`src/rtl/baud_nco_tick_gen_pkg.sv`:
```
// Shared constants and helpers for the UART tick generator.
// Holds the system clock rate and the increment calculation for the phase accumulator.
package uart_tick_pkg;

    // System clock feeding the tick generator.
    localparam longint unsigned CLK_HZ = 100_000_000;

    // Reference configuration for the precomputed increments below.
    localparam int unsigned REF_ACC_W      = 24;
    localparam int unsigned REF_OVERSAMPLE = 16;

    // Rounded increment: round(baud * oversample * 2^acc_w / CLK_HZ).
    // 64-bit arithmetic keeps 921600 x16 x2^24 well clear of overflow.
    function automatic longint unsigned calc_inc(
        input longint unsigned baud,
        input longint unsigned oversample,
        input int unsigned     acc_w
    );
        longint unsigned num;
        num = (baud * oversample) << acc_w;
        return (num + (CLK_HZ / 2)) / CLK_HZ;
    endfunction

    // Common baud rates at ACC_W=24, x16 oversampling.
    localparam int unsigned INC_9600   = 32'(calc_inc(9600,   REF_OVERSAMPLE, REF_ACC_W));
    localparam int unsigned INC_115200 = 32'(calc_inc(115200, REF_OVERSAMPLE, REF_ACC_W));
    localparam int unsigned INC_921600 = 32'(calc_inc(921600, REF_OVERSAMPLE, REF_ACC_W));

endpackage

```
`src/rtl/baud_nco_tick_gen_if.sv`:
```
// Control and tick bundle between a UART timing client and the tick generator.
// The master drives run/rate/realign controls; the slave (the generator) returns ticks.
interface baud_nco_tick_gen_if #(
    parameter int ACC_W = 24,
    parameter int IDX_W = 4
);
    logic             enable_in;
    logic [ACC_W-1:0] inc_in;
    logic             inc_load_in;
    logic             resync_in;

    logic             sample_tick_out;
    logic             baud_tick_out;
    logic             mid_bit_tick_out;
    logic [IDX_W-1:0] sample_idx_out;

    modport master (
        output enable_in,
        output inc_in,
        output inc_load_in,
        output resync_in,
        input  sample_tick_out,
        input  baud_tick_out,
        input  mid_bit_tick_out,
        input  sample_idx_out
    );

    modport slave (
        input  enable_in,
        input  inc_in,
        input  inc_load_in,
        input  resync_in,
        output sample_tick_out,
        output baud_tick_out,
        output mid_bit_tick_out,
        output sample_idx_out
    );
endinterface

```
`src/rtl/baud_nco_tick_gen_nco_phase_acc.sv`:
```
// Phase accumulator for the tick generator.
// Adds the programmable increment each enabled cycle and reports the carry out
// of the top bit, which is the raw oversample event. Resync zeroes the phase and
// suppresses the carry; an increment load is phase-continuous.
module nco_phase_acc #(
    parameter int               ACC_W       = 24,
    parameter logic [ACC_W-1:0] DEFAULT_INC = '0
) (
    input  logic             clk_i,
    input  logic             rst_i,
    input  logic             enable_i,
    input  logic [ACC_W-1:0] inc_i,
    input  logic             inc_load_i,
    input  logic             resync_i,
    output logic             carry_o
);

    logic [ACC_W-1:0] acc_q;
    logic [ACC_W-1:0] acc_d;
    logic [ACC_W-1:0] inc_q;
    logic [ACC_W-1:0] inc_d;
    logic [ACC_W:0]   sum;

    // One extra bit catches the wrap; the low bits wrap naturally.
    assign sum = {1'b0, acc_q} + {1'b0, inc_q};

    // Next phase and increment; resync wins over enable, load always honoured.
    always_comb begin
        acc_d = acc_q;
        inc_d = inc_q;
        if (resync_i) begin
            acc_d = '0;
        end else if (enable_i) begin
            acc_d = sum[ACC_W-1:0];
        end
        if (inc_load_i) begin
            inc_d = inc_i;
        end
    end

    // A carry only counts when the phase actually advanced this cycle.
    assign carry_o = enable_i & ~resync_i & sum[ACC_W];

    // Phase and increment registers.
    always_ff @(posedge clk_i) begin
        if (rst_i) begin
            acc_q <= '0;
            inc_q <= DEFAULT_INC;
        end else begin
            acc_q <= acc_d;
            inc_q <= inc_d;
        end
    end

endmodule

```
`src/rtl/baud_nco_tick_gen.sv`:
```
// Fractional-N baud tick generator.
// The phase accumulator yields oversample events; a modulo-OVERSAMPLE index
// turns them into baud and mid-bit ticks. All ticks are registered one-cycle
// pulses so RX and TX can share a single timing source.
module baud_nco_tick_gen
    import uart_tick_pkg::*;
#(
    parameter int          ACC_W       = 24,
    parameter int          OVERSAMPLE  = 16,
    parameter int unsigned DEFAULT_INC = INC_115200
) (
    input  logic                clk_in,
    input  logic                rst_in,
    baud_nco_tick_gen_if.slave  bus
);

    localparam int IDX_W = $clog2(OVERSAMPLE);
    localparam logic [IDX_W-1:0] IDX_LAST    = IDX_W'(OVERSAMPLE - 1);
    localparam logic [IDX_W-1:0] IDX_PRE_MID = IDX_W'(OVERSAMPLE / 2 - 1);
    localparam logic [IDX_W-1:0] IDX_ONE     = IDX_W'(1);

    // The mid-bit point only exists for an even oversample factor of at least 2.
    generate
        if ((OVERSAMPLE < 2) || ((OVERSAMPLE % 2) != 0)) begin : g_bad_oversample
            $fatal(1, "baud_nco_tick_gen: OVERSAMPLE must be even and >= 2");
        end
    endgenerate

    logic             carry;
    logic [IDX_W-1:0] cnt_q;
    logic [IDX_W-1:0] cnt_d;
    logic             sample_q;
    logic             sample_d;
    logic             baud_q;
    logic             baud_d;
    logic             mid_q;
    logic             mid_d;

    nco_phase_acc #(
        .ACC_W       (ACC_W),
        .DEFAULT_INC (ACC_W'(DEFAULT_INC))
    ) u_phase_acc (
        .clk_i      (clk_in),
        .rst_i      (rst_in),
        .enable_i   (bus.enable_in),
        .inc_i      (bus.inc_in),
        .inc_load_i (bus.inc_load_in),
        .resync_i   (bus.resync_in),
        .carry_o    (carry)
    );

    // Index advance and tick decode; carry is already gated by enable and resync.
    always_comb begin
        cnt_d = cnt_q;
        if (bus.resync_in) begin
            cnt_d = '0;
        end else if (carry) begin
            cnt_d = (cnt_q == IDX_LAST) ? '0 : cnt_q + IDX_ONE;
        end
        sample_d = carry;
        baud_d   = carry && (cnt_q == IDX_LAST);
        mid_d    = carry && (cnt_q == IDX_PRE_MID);
    end

    // Index counter and registered tick pulses.
    always_ff @(posedge clk_in) begin
        if (rst_in) begin
            cnt_q    <= '0;
            sample_q <= 1'b0;
            baud_q   <= 1'b0;
            mid_q    <= 1'b0;
        end else begin
            cnt_q    <= cnt_d;
            sample_q <= sample_d;
            baud_q   <= baud_d;
            mid_q    <= mid_d;
        end
    end

    assign bus.sample_tick_out  = sample_q;
    assign bus.baud_tick_out    = baud_q;
    assign bus.mid_bit_tick_out = mid_q;
    assign bus.sample_idx_out   = cnt_q;

endmodule

```
`src/flat_wrapper.sv`:
```
// flat-port wrapper written by rule: the top's interface ports become plain ports
module baud_nco_tick_gen_flat import uart_tick_pkg::*;
#(
    parameter int          ACC_W       = 24,
    parameter int          OVERSAMPLE  = 16,
    parameter int unsigned DEFAULT_INC = INC_115200
)
  (clk_in, rst_in, bus_enable_in, bus_inc_in, bus_inc_load_in, bus_resync_in, bus_sample_tick_out, bus_baud_tick_out, bus_mid_bit_tick_out, bus_sample_idx_out);
  baud_nco_tick_gen_if #(.ACC_W(ACC_W), .IDX_W((4))) bus_i ();
  input  logic clk_in;
  input  logic rst_in;
  input wire logic [$bits(bus_i.enable_in)-1:0] bus_enable_in;
  input wire logic [$bits(bus_i.inc_in)-1:0] bus_inc_in;
  input wire logic [$bits(bus_i.inc_load_in)-1:0] bus_inc_load_in;
  input wire logic [$bits(bus_i.resync_in)-1:0] bus_resync_in;
  output wire logic [$bits(bus_i.sample_tick_out)-1:0] bus_sample_tick_out;
  output wire logic [$bits(bus_i.baud_tick_out)-1:0] bus_baud_tick_out;
  output wire logic [$bits(bus_i.mid_bit_tick_out)-1:0] bus_mid_bit_tick_out;
  output wire logic [$bits(bus_i.sample_idx_out)-1:0] bus_sample_idx_out;
  assign bus_i.enable_in = bus_enable_in;
  assign bus_i.inc_in = bus_inc_in;
  assign bus_i.inc_load_in = bus_inc_load_in;
  assign bus_i.resync_in = bus_resync_in;
  assign bus_sample_tick_out = bus_i.sample_tick_out;
  assign bus_baud_tick_out = bus_i.baud_tick_out;
  assign bus_mid_bit_tick_out = bus_i.mid_bit_tick_out;
  assign bus_sample_idx_out = bus_i.sample_idx_out;
  baud_nco_tick_gen #(.ACC_W(ACC_W), .OVERSAMPLE(OVERSAMPLE), .DEFAULT_INC(DEFAULT_INC)) u_core (.clk_in(clk_in), .rst_in(rst_in), .bus(bus_i));
endmodule
```
`config.mk`:
```
export PLATFORM = sky130hd
export DESIGN_NAME = baud_nco_tick_gen_flat
export DESIGN_NICKNAME = d
export VERILOG_FILES = /design/src/rtl/baud_nco_tick_gen_pkg.sv /design/src/rtl/baud_nco_tick_gen_if.sv /design/src/rtl/baud_nco_tick_gen_nco_phase_acc.sv /design/src/rtl/baud_nco_tick_gen.sv /design/src/flat_wrapper.sv
export SDC_FILE = /design/constraint.sdc
export NUM_CORES = 1
export LEC_CHECK = 0
export BUFFER_PORTS_ARGS = -buffer_cell sky130_fd_sc_hd__buf_2
export CELL_PAD_IN_SITES_DETAIL_PLACEMENT = 0
export CELL_PAD_IN_SITES_GLOBAL_PLACEMENT = 1
export CORE_ASPECT_RATIO = 0.8
export CORE_MARGIN = 5
export CORE_UTILIZATION = 48
export CTS_CLUSTER_DIAMETER = 80
export DETAILED_ROUTE_END_ITERATION = 12
export GPL_ROUTABILITY_DRIVEN = 0
export PLACE_DENSITY = 0.87
export SETUP_SLACK_MARGIN = 0.05
export SYNTH_ARGS = -nofsm -noshare
export SYNTH_HDL_FRONTEND = slang
export SYNTH_HIERARCHICAL = 1
export SYNTH_SLANG_ARGS = --single-unit
```
`constraint.sdc`:
```
create_clock -name clk_in -period 3.6 [get_ports clk_in]
set_input_delay 0.36 -clock clk_in [delete_from_list [all_inputs] [get_ports clk_in]]
set_output_delay 0.36 -clock clk_in [all_outputs]
set_load 0.02 [all_outputs]
```
==> metrics, run 1 <==
Num CTS Buffers=5; H-Tree Level Count=2; clock skew=10.4 ps; Crit. End Element=register; num rows=26; startpoint types=register; critical path, cell by cell=ha_1 -> fa_1 -> a21oi_1 -> o21ai_0 -> nand4_1 -> a32oi_2 -> a31oi_1 -> o21ai_1 -> and3b_1 -> nand3_2 -> o21ai_2 -> nor2_1; CP peak stage delay=350 ps; main area contributors after synthesis=dfxtp_1 34%, ha_1 9.8%, mux2i_1 7.5%; Unique masters post-synth=51; Skew-Pair Late Insertion Delay=310 ps; largest net degree at the start of global routing=38; share of layout cells above drive strength 1=15.3%; Post-synth EDFFs=0; syn nets=411; final net count=between 400 and 500; post-CTS sizing=0; Power Density=390 mW/mm^2; top-count cell post-synth=dfxtp_1; vias in the first global route=2382; Worst Path Required=3810 ps; chip width=101 um; via count=2553; Tmin final=2810 ps; Avg Inst Size Synth=between 8 and 9 um^2; DR pass1 iterations=4; aggregate global routing overflow=0; Worst Tran Pin Value=789 ps; Final Hold Vio Count=0; DRT antenna net count=0; post-synthesis sequential area ratio=34.5%; worst hold path type=primary input to register; core footprint=0.00644 mm^2; Worst path slowest cell=dfxtp_1; fin crit share=78.0%; post-CTS setup buffers=0; yosys warns=6; crit path DAT=3020 ps; Die Area=about 0.0084 mm^2; IO buf count=35; critical-path maximum fanout=6; via/cell ratio=about 5.5; Setup TNS Final=0 ps; area of the multi-input gates=0.00198 mm^2; diode count=0; Longest Clk Path Bufs=2; Final Non-Filler Cells=463; initial antenna violation count=0; Sequential Area=between 0.001 and 0.0015 mm^2; share of the synthesized area in the top cell type=34.5%; DRC=0; synthesized flop and latch total=55; Avg WL per Cell=between 10 and 15 um; drt total wl=6490 um; Placed Instances=between 400 and 500; Area growth, synth to finish=9.53%; Worst VDD drop=between 0.2 and 0.25 mV; IO Count=36; Synth Cell Area=0.00319 mm^2; status=finished, final reports clean; Synth Flop Type=dfxtp_1; kind of critical path=register to register; Syn Inst Count=between 300 and 400; Tot GR Track Use=between 15 and 20%; CTS root buf=clkbuf_8; maxcap violations=0; Die Ht=just over 80 um; CTS Hold Bufs=0; # clock sinks=55; Reg clk slew, reported paths=100 ps; synth cell count leaders=55 x dfxtp_1, 39 x nor2_1, 26 x nand2_1, 25 x ha_1, 24 x mux2i_1; CTS tree=yes; Setup Viol. Count Final=0; global-route wire length before repair=11000 um; Max Slew Vio Count=0; Iter 0 DRT Violations=126; post-synth top area cell=dfxtp_1; FMAX=356 MHz; P_leak=1.59 nW; Final HPWL DP=4800 um; RSZ-0062 raised after global routing=false; async set-reset flop share out of synthesis=0%; Fill cells=633; Post-Route Utilization=54.3%; slew margin rel.=47.4%; Starting Density=49.6%
==> state kept, by name (all words and copies together), names as in the netlist <==
| signal | flops |
|---|---|
| u_core/u_phase_acc/inc_q | 24 |
| u_core/u_phase_acc/acc_q | 24 |
| u_core/bus.baud_tick_out | 1 |
| u_core/bus.sample_tick_out | 1 |
| u_core/bus.mid_bit_tick_out | 1 |
| u_core/bus.sample_idx_out | 4 |
==> report_power, final <==
| part | switching, W | internal (W) |
|---|---|---|
| Clock | 0.000202 | 0.000207 |
| Combinational | 0.000166 | 0.000130 |
| Sequential | 0.0000178 | 0.000640 |
| Total | 0.000385 | 0.000977 |
==> kinds of logic (layout without fill, tap and decap cells) <==
group | count (synthesis) | count (layout) | synth area share (%)
and+or+nand+nor | 105 | 105 | 15.6
AOI/OAI and AO/OA | 96 | 96 | 21.7
DFF | 55 | 55 | 34.5
adders and majority gates | 26 | 26 | 10.4
xor gates and xnor gates | 25 | 25 | 6.86
buffers and inverters | 25 | 48 | 3.37
muxes | 24 | 24 | 7.53
==> per-layer routing <==
layer	GRT usage [%]	wire length (um)
met4	4.47	53
met2	23.0	2720
met5	0	0
met1	23.6	3370
met3	3.02	346
==> stage by stage <==
step,cell area [um^2],setup WS (ps),total power (W),hold WS (ps)
after floorplan,3190,1140,0.000901,429
after global placement,3380,966,0.000962,440
after detailed placement,3380,825,0.000965,449
after CTS,3500,803,0.00138,240
after global routing,3500,547,0.00145,227
final,3500,790,0.00136,251
==> path summary, 6_finish.rpt <==
| kind | start | endpoint | slack [ps] | cells after the start |
|---|---|---|---|---|
| min reg2reg | u_core/u_phase_acc/acc_q[23] | u_core/u_phase_acc/acc_q[23] | 460 | 2 |
| max | u_core/u_phase_acc/acc_q[0] | u_core/bus.sample_idx_out[0] | 790 | 12 |
| min | bus_inc_in[5] | u_core/u_phase_acc/inc_q[5] | 250 | 2 |
| max reg2reg | u_core/u_phase_acc/acc_q[0] | u_core/bus.sample_idx_out[0] | 790 | 12 |
==> critical path, delay by kind of cell, from the launching register on <==
kind / cells / cell delay [ps]
compound gates: 6 / 1170
fa+ha+maj: 2 / 440
flops: 1 / 350
simple gates: 4 / 730
==> layout make-up <==
cell class	instances	area share (%)
clock buffers	5	1.97
clock inverters	3	1.25
inverters	5	0.537
multi-input cells	276	56.7
flip-flops and latches	55	31.5
well taps	84	3.01
repair buffers	35	5.01
==> layout by cell type, fill, tap and decap left out, drive strengths merged, types with 2 or more instances in the layout <==
| master | n |
|---|---|
| dfxtp | 55 |
| nor2 | 39 |
| buf | 35 |
| nand2 | 27 |
| ha | 25 |
| mux2i | 24 |
| o21ai | 20 |
| a21oi | 17 |
| xor2 | 16 |
| nor2b | 15 |
| a211o | 14 |
| a21o | 10 |
| xnor2 | 9 |
| a31oi | 9 |
| nor3 | 7 |
| a211oi | 6 |
| clkbuf | 5 |
| inv | 5 |
| and3 | 4 |
| o21a | 4 |
| nand4 | 4 |
| nand3 | 4 |
| o211ai | 3 |
| o22ai | 2 |
| clkinv | 2 |
| a32oi | 2 |
(Power assumes the default switching activity.)
==> run 2, diff against run 1 <==
--- a/config.mk
+++ b/config.mk
@@ -10,11 +10,11 @@
 export CELL_PAD_IN_SITES_GLOBAL_PLACEMENT = 1
 export CORE_ASPECT_RATIO = 0.8
 export CORE_MARGIN = 5
-export CORE_UTILIZATION = 48
+export CORE_UTILIZATION = 40
 export CTS_CLUSTER_DIAMETER = 80
 export DETAILED_ROUTE_END_ITERATION = 12
 export GPL_ROUTABILITY_DRIVEN = 0
-export PLACE_DENSITY = 0.87
+export PLACE_DENSITY = 0.77
 export SETUP_SLACK_MARGIN = 0.05
 export SYNTH_ARGS = -nofsm -noshare
 export SYNTH_HDL_FRONTEND = slang
==> constraint.sdc (replaced) <==
create_clock -name clk_in -period 2.4 [get_ports clk_in]
set_input_delay 0.24 -clock clk_in [delete_from_list [all_inputs] [get_ports clk_in]]
set_output_delay 0.24 -clock clk_in [all_outputs]
set_load 0.02 [all_outputs]
==> metrics, run 2 (synthesis gave the netlist of run 1 again) <==
status=finished, final reports clean; hold depth=2; IO Count=36; slew margin rel.=around 47%; Die Ht=89.9 um; Reg clk slew, reported paths=100 ps; critical path, cell by cell=ha_4 -> fa_2 -> a21oi_2 -> o21ai_2 -> nand4_1 -> a32oi_2 -> a31oi_2 -> o21ai_1 -> and3b_2 -> nand2_2 -> xor2_2 -> nor3_2; DRT antenna net count=0; DRC=0; Max Slew Vio Count=0; diode count=0; Die Area=roughly 0.0099 mm^2; via count=2690; final net count=between 400 and 500; Hold Slack=between 100 and 150 ps; area of the multi-input gates=0.00212 mm^2; global-route wire length before repair=12200 um; P_leak=1.77 nW; num rows=29; commonest cells after routing, fill and taps aside=49 x dfxtp_1, 39 x nor2_1, 35 x buf_2; CP peak stage delay=between 300 and 400 ps; design area=0.00392 mm^2; worst hold path type=primary input to register; Crit. End Element=register; Hold EP=u_core/u_phase_acc/inc_q[12]; share of layout cells above drive strength 1=28.9%; placed standard-cell area=0.00365 mm^2; chip width=approximately 110 um; drt total wl=7370 um; Worst VDD drop=around 0.30 mV; maxcap violations=0; CTS Hold Bufs=0; vias in the first global route=2539; via/cell ratio=5.17; Power Density=553 mW/mm^2; aggregate global routing overflow=0; # clock sinks=55; Setup Viol. Count Final=0; Area growth, synth to finish=22.9%; r2r setup slk=30 ps; Worst path slowest cell=dfxtp_2; fin crit share=98.6%; core footprint=0.00784 mm^2; Worst Tran Pin Value=796 ps; commonest non-fill, non-tap cell in the layout=dfxtp_1; worst r2r dst=u_core/bus.sample_idx_out[2]; H-Tree Level Count=2; crit path DAT=about 2500 ps; Starting Density=40.7%; CTS tree=yes; Num CTS Buffers=5; critical-path maximum fanout=6; Longest Clk Path Bufs=2; CTS root buf=clkbuf_8; R2R cell count=12; clock skew=9.53 ps; Post-Route Utilization=approximately half; initial antenna violation count=0; Iter 0 DRT Violations=146; largest net degree at the start of global routing=38; Fill cells=~770; Tmin final=2370 ps; DR pass1 iterations=5; startpoint types=register; FF-to-FF Start=u_core/u_phase_acc/inc_q[0]; Avg WL per Cell=14.2 um; worst hold start=bus_inc_in[12]; Worst Path Required=2580 ps; PnR Total Power=~0.0022 W; Final Hold Vio Count=0; Final HPWL DP=about 5400 um; Skew-Pair Late Insertion Delay=300 ps; Tot GR Track Use=15.2%; Sequential Area=~0.0011 mm^2; FMAX=423 MHz; IO buf count=35; RSZ-0062 raised after global routing=true; kind of critical path=register to register
run 2: worst max path at each step:
stage,start,endpoint,slack (ps)
5_1_grt,u_core/u_phase_acc/inc_q[0],u_core/bus.sample_idx_out[2],-80
3_3_place_gp,u_core/u_phase_acc/acc_q[8],u_core/bus.sample_idx_out[2],-3
6_report,u_core/u_phase_acc/inc_q[0],u_core/bus.sample_idx_out[2],30
3_5_place_dp,u_core/u_phase_acc/inc_q[0],u_core/bus.sample_idx_out[0],-80
2_1_floorplan,u_core/u_phase_acc/inc_q[19],u_core/bus.sample_idx_out[2],50
4_1_cts,u_core/u_phase_acc/inc_q[0],u_core/bus.sample_idx_out[2],40
run 2: final cells by class:
| cell class | instances | area share, % |
|---|---|---|
| clock inverters | 2 | 0.893 |
| repair buffers | 68 | 10.9 |
| flip-flops and latches | 55 | 28.3 |
| multi-input cells | 276 | 53.9 |
| clock buffers | 6 | 2.11 |
| well taps | 108 | 3.44 |
| inverters | 5 | 0.478 |
run 2: repair_timing:
item,4_1_cts,5_1_grt
pin swaps,15,14
endpoints found under the setup margin,6,12
endpoints found under the hold margin,0,0
gates resized for setup,8,17
cloned,0,0
setup buffers,1,5
run 2: critical path: cells and delay by family (launching register included):
kind / cells / cell delay, ps
compound gates: 5 / 690
simple gates: 4 / 550
xor+xnor: 1 / 140
fa+ha+maj: 2 / 510
flops: 1 / 350
run 2: report_power, final:
group	total (W)	internal, W	switching (W)
Combinational	0.000540	0.000259	0.000281
Clock	0.000638	0.000338	0.000300
Sequential	0.000991	0.000960	0.0000306
Total	0.00217	0.00156	0.000611
run 2: metrics by stage:
step	instances	TNS, ps	setup slack, ps
floorplan	356	0	46.3
global placement	506	-3.29	-3.29
detailed placement	506	-272	-81.1
CTS	515	0	37.0
global route	520	-346	-82.5
finish	520	0	33.2
run 2: metal layers:
layer,up-vias,part of all wire [%],track usage [%]
met4,0,0.88,3.12
met3,7,4.9,3.22
met5,-,0,0
li1,1390,-,-
met1,1235,52,22.7
met2,58,42,22.3
==> run 3, diff against run 2 <==
--- a/config.mk
+++ b/config.mk
@@ -8,7 +8,6 @@
 export BUFFER_PORTS_ARGS = -buffer_cell sky130_fd_sc_hd__buf_2
 export CELL_PAD_IN_SITES_DETAIL_PLACEMENT = 0
 export CELL_PAD_IN_SITES_GLOBAL_PLACEMENT = 1
-export CORE_ASPECT_RATIO = 0.8
 export CORE_MARGIN = 5
 export CORE_UTILIZATION = 40
 export CTS_CLUSTER_DIAMETER = 80
==> metrics, run 3 (synthesis gave the netlist of run 1 again) <==
Post-Route Utilization=a little under 50%; drt total wl=around 7200 um; startpoint types=register; share of layout cells above drive strength 1=26.0%; final net count=461; vias in the first global route=about 2600; Starting Density=41.1%; Setup WS pre-CTS=-139 ps; via count=about 2600; DRC=0; Die Area=approximately 0.0099 mm^2; initial antenna violation count=0; critical path, cell by cell=ha_4 -> fa_2 -> a21oi_2 -> o21ai_2 -> nand4_1 -> a32oi_2 -> a31oi_2 -> o21ai_1 -> and3b_2 -> nand3_4 -> o21ai_2 -> nor2_1; Hold Slack=125 ps; num rows=32; Worst VDD drop=0.245 mV; H-Tree Level Count=2; aggregate global routing overflow=0; Setup Viol. Count Final=0; Area growth, synth to finish=20.1%; via/cell ratio=5.14; Worst Path Required=2610 ps; DR pass1 iterations=4; Power Density=530 mW/mm^2; design area=approximately 0.0038 mm^2; Die Ht=roughly 100 um; core footprint=0.00777 mm^2; Worst Tran Pin Value=roughly 800 ps; RSZ-0062 raised after global routing=true; IO buf count=35; status=finished, final reports clean; critical-path maximum fanout=6; final worst slack=20.3 ps; CTS root buf=clkbuf_8; Iter 0 DRT Violations=107; largest net degree at the start of global routing=38; Worst path slowest cell=dfxtp_2; P_leak=approximately 1.7 nW; DRT antenna net count=0; maxcap violations=0; Final Hold Vio Count=0; Skew-Pair Late Insertion Delay=310 ps; CP peak stage delay=370 ps; crit path DAT=2590 ps; Final HPWL DP=5320 um; # clock sinks=55; Max Slew Vio Count=0; IO Count=36; commonest cells after routing, fill and taps aside=50 x dfxtp_1, 39 x nor2_1, 35 x buf_2; slew margin rel.=46.1%; most frequent cell on the critical path=o21ai_2; commonest non-fill, non-tap cell in the layout=dfxtp_1; clock skew=6.69 ps; PnR Total Power=0.00203 W; Tot GR Track Use=15.2%; Tmin final=around 2400 ps; global-route wire length before repair=12300 um; Crit. End Element=register; placed standard-cell area=between 0.003 and 0.004 mm^2; Fill cells=781; FMAX=420 MHz; fin crit share=99.2%; kind of critical path=register to register; Avg WL per Cell=14.2 um; Reg clk slew, reported paths=100 ps; diode count=0; Num CTS Buffers=5; CTS tree=yes; Longest Clk Path Bufs=2; worst hold path type=primary input to register; chip width=slightly below 100 um; CTS Hold Bufs=0
[run 3: cell count changes in the layout (fill, tap and decap cells not counted), moves of 2 or more]
cell        delta
ha_4           +3
a21oi_2        -2
a31oi_2        -4
a31oi_1        +4
clkinvlp_4     +2
buf_4          -5
ha_1           -2
a21oi_1        +2
[run 3: path summary, 6_finish.rpt]
path                                startpoint                            to  slack [ps]  depth (start not counted)
hold reg to reg   u_core/u_phase_acc/acc_q[23]  u_core/u_phase_acc/acc_q[23]         460                          2
setup / recovery   u_core/u_phase_acc/inc_q[0]  u_core/bus.sample_idx_out[3]          20                         12
setup reg to reg   u_core/u_phase_acc/inc_q[0]  u_core/bus.sample_idx_out[3]          20                         12
hold / removal                  bus_inc_in[12]  u_core/u_phase_acc/inc_q[12]         130                          2
[run 3: routing by layer]
metal  GRT usage, %  routed length [um]  vias up
li1               -                   -     1368
met1           21.4                3720     1205
met2           23.9                3180       37
met3           3.30                 268        4
met4           3.47                  53        0
met5              0                   0        -
[run 3: layout make-up]
class,instances,area (um^2),share of cell area (%)
Multi-Input combinational cell,276,2100,54.8
Sequential cell,55,1110,28.9
Timing Repair Buffer,63,389,10.1
Tap cell,102,128,3.33
Clock buffer,5,68.8,1.79
Clock inverter,3,20.0,0.522
Inverter,5,18.8,0.489
[run 3: stage by stage]
stage	cells	TNS, ps
global route	509	-415
detailed placement	499	-482
finish	509	0
floorplan	356	0
CTS	509	-17.9
global placement	499	0
[run 3: timing repair]
action,in CTS,in global routing
gates cloned,0,0
pin swaps,13,3
resized for setup,11,6
setup buffers,2,0
setup endpoints to repair,6,10
[run 3: worst max-delay path: cells and delay by family, from the launching register on]
family | cells | cell delay, ps
compound gates | 6 | 930
simple gates | 4 | 640
flops | 1 | 370
fa+ha+maj | 2 | 350
[run 3: report_power, final]
part | internal, W | total, W | switching (W)
sequential | 0.000960 | 0.000993 | 0.0000331
clock | 0.000204 | 0.000518 | 0.000314
combinational | 0.000253 | 0.000521 | 0.000268
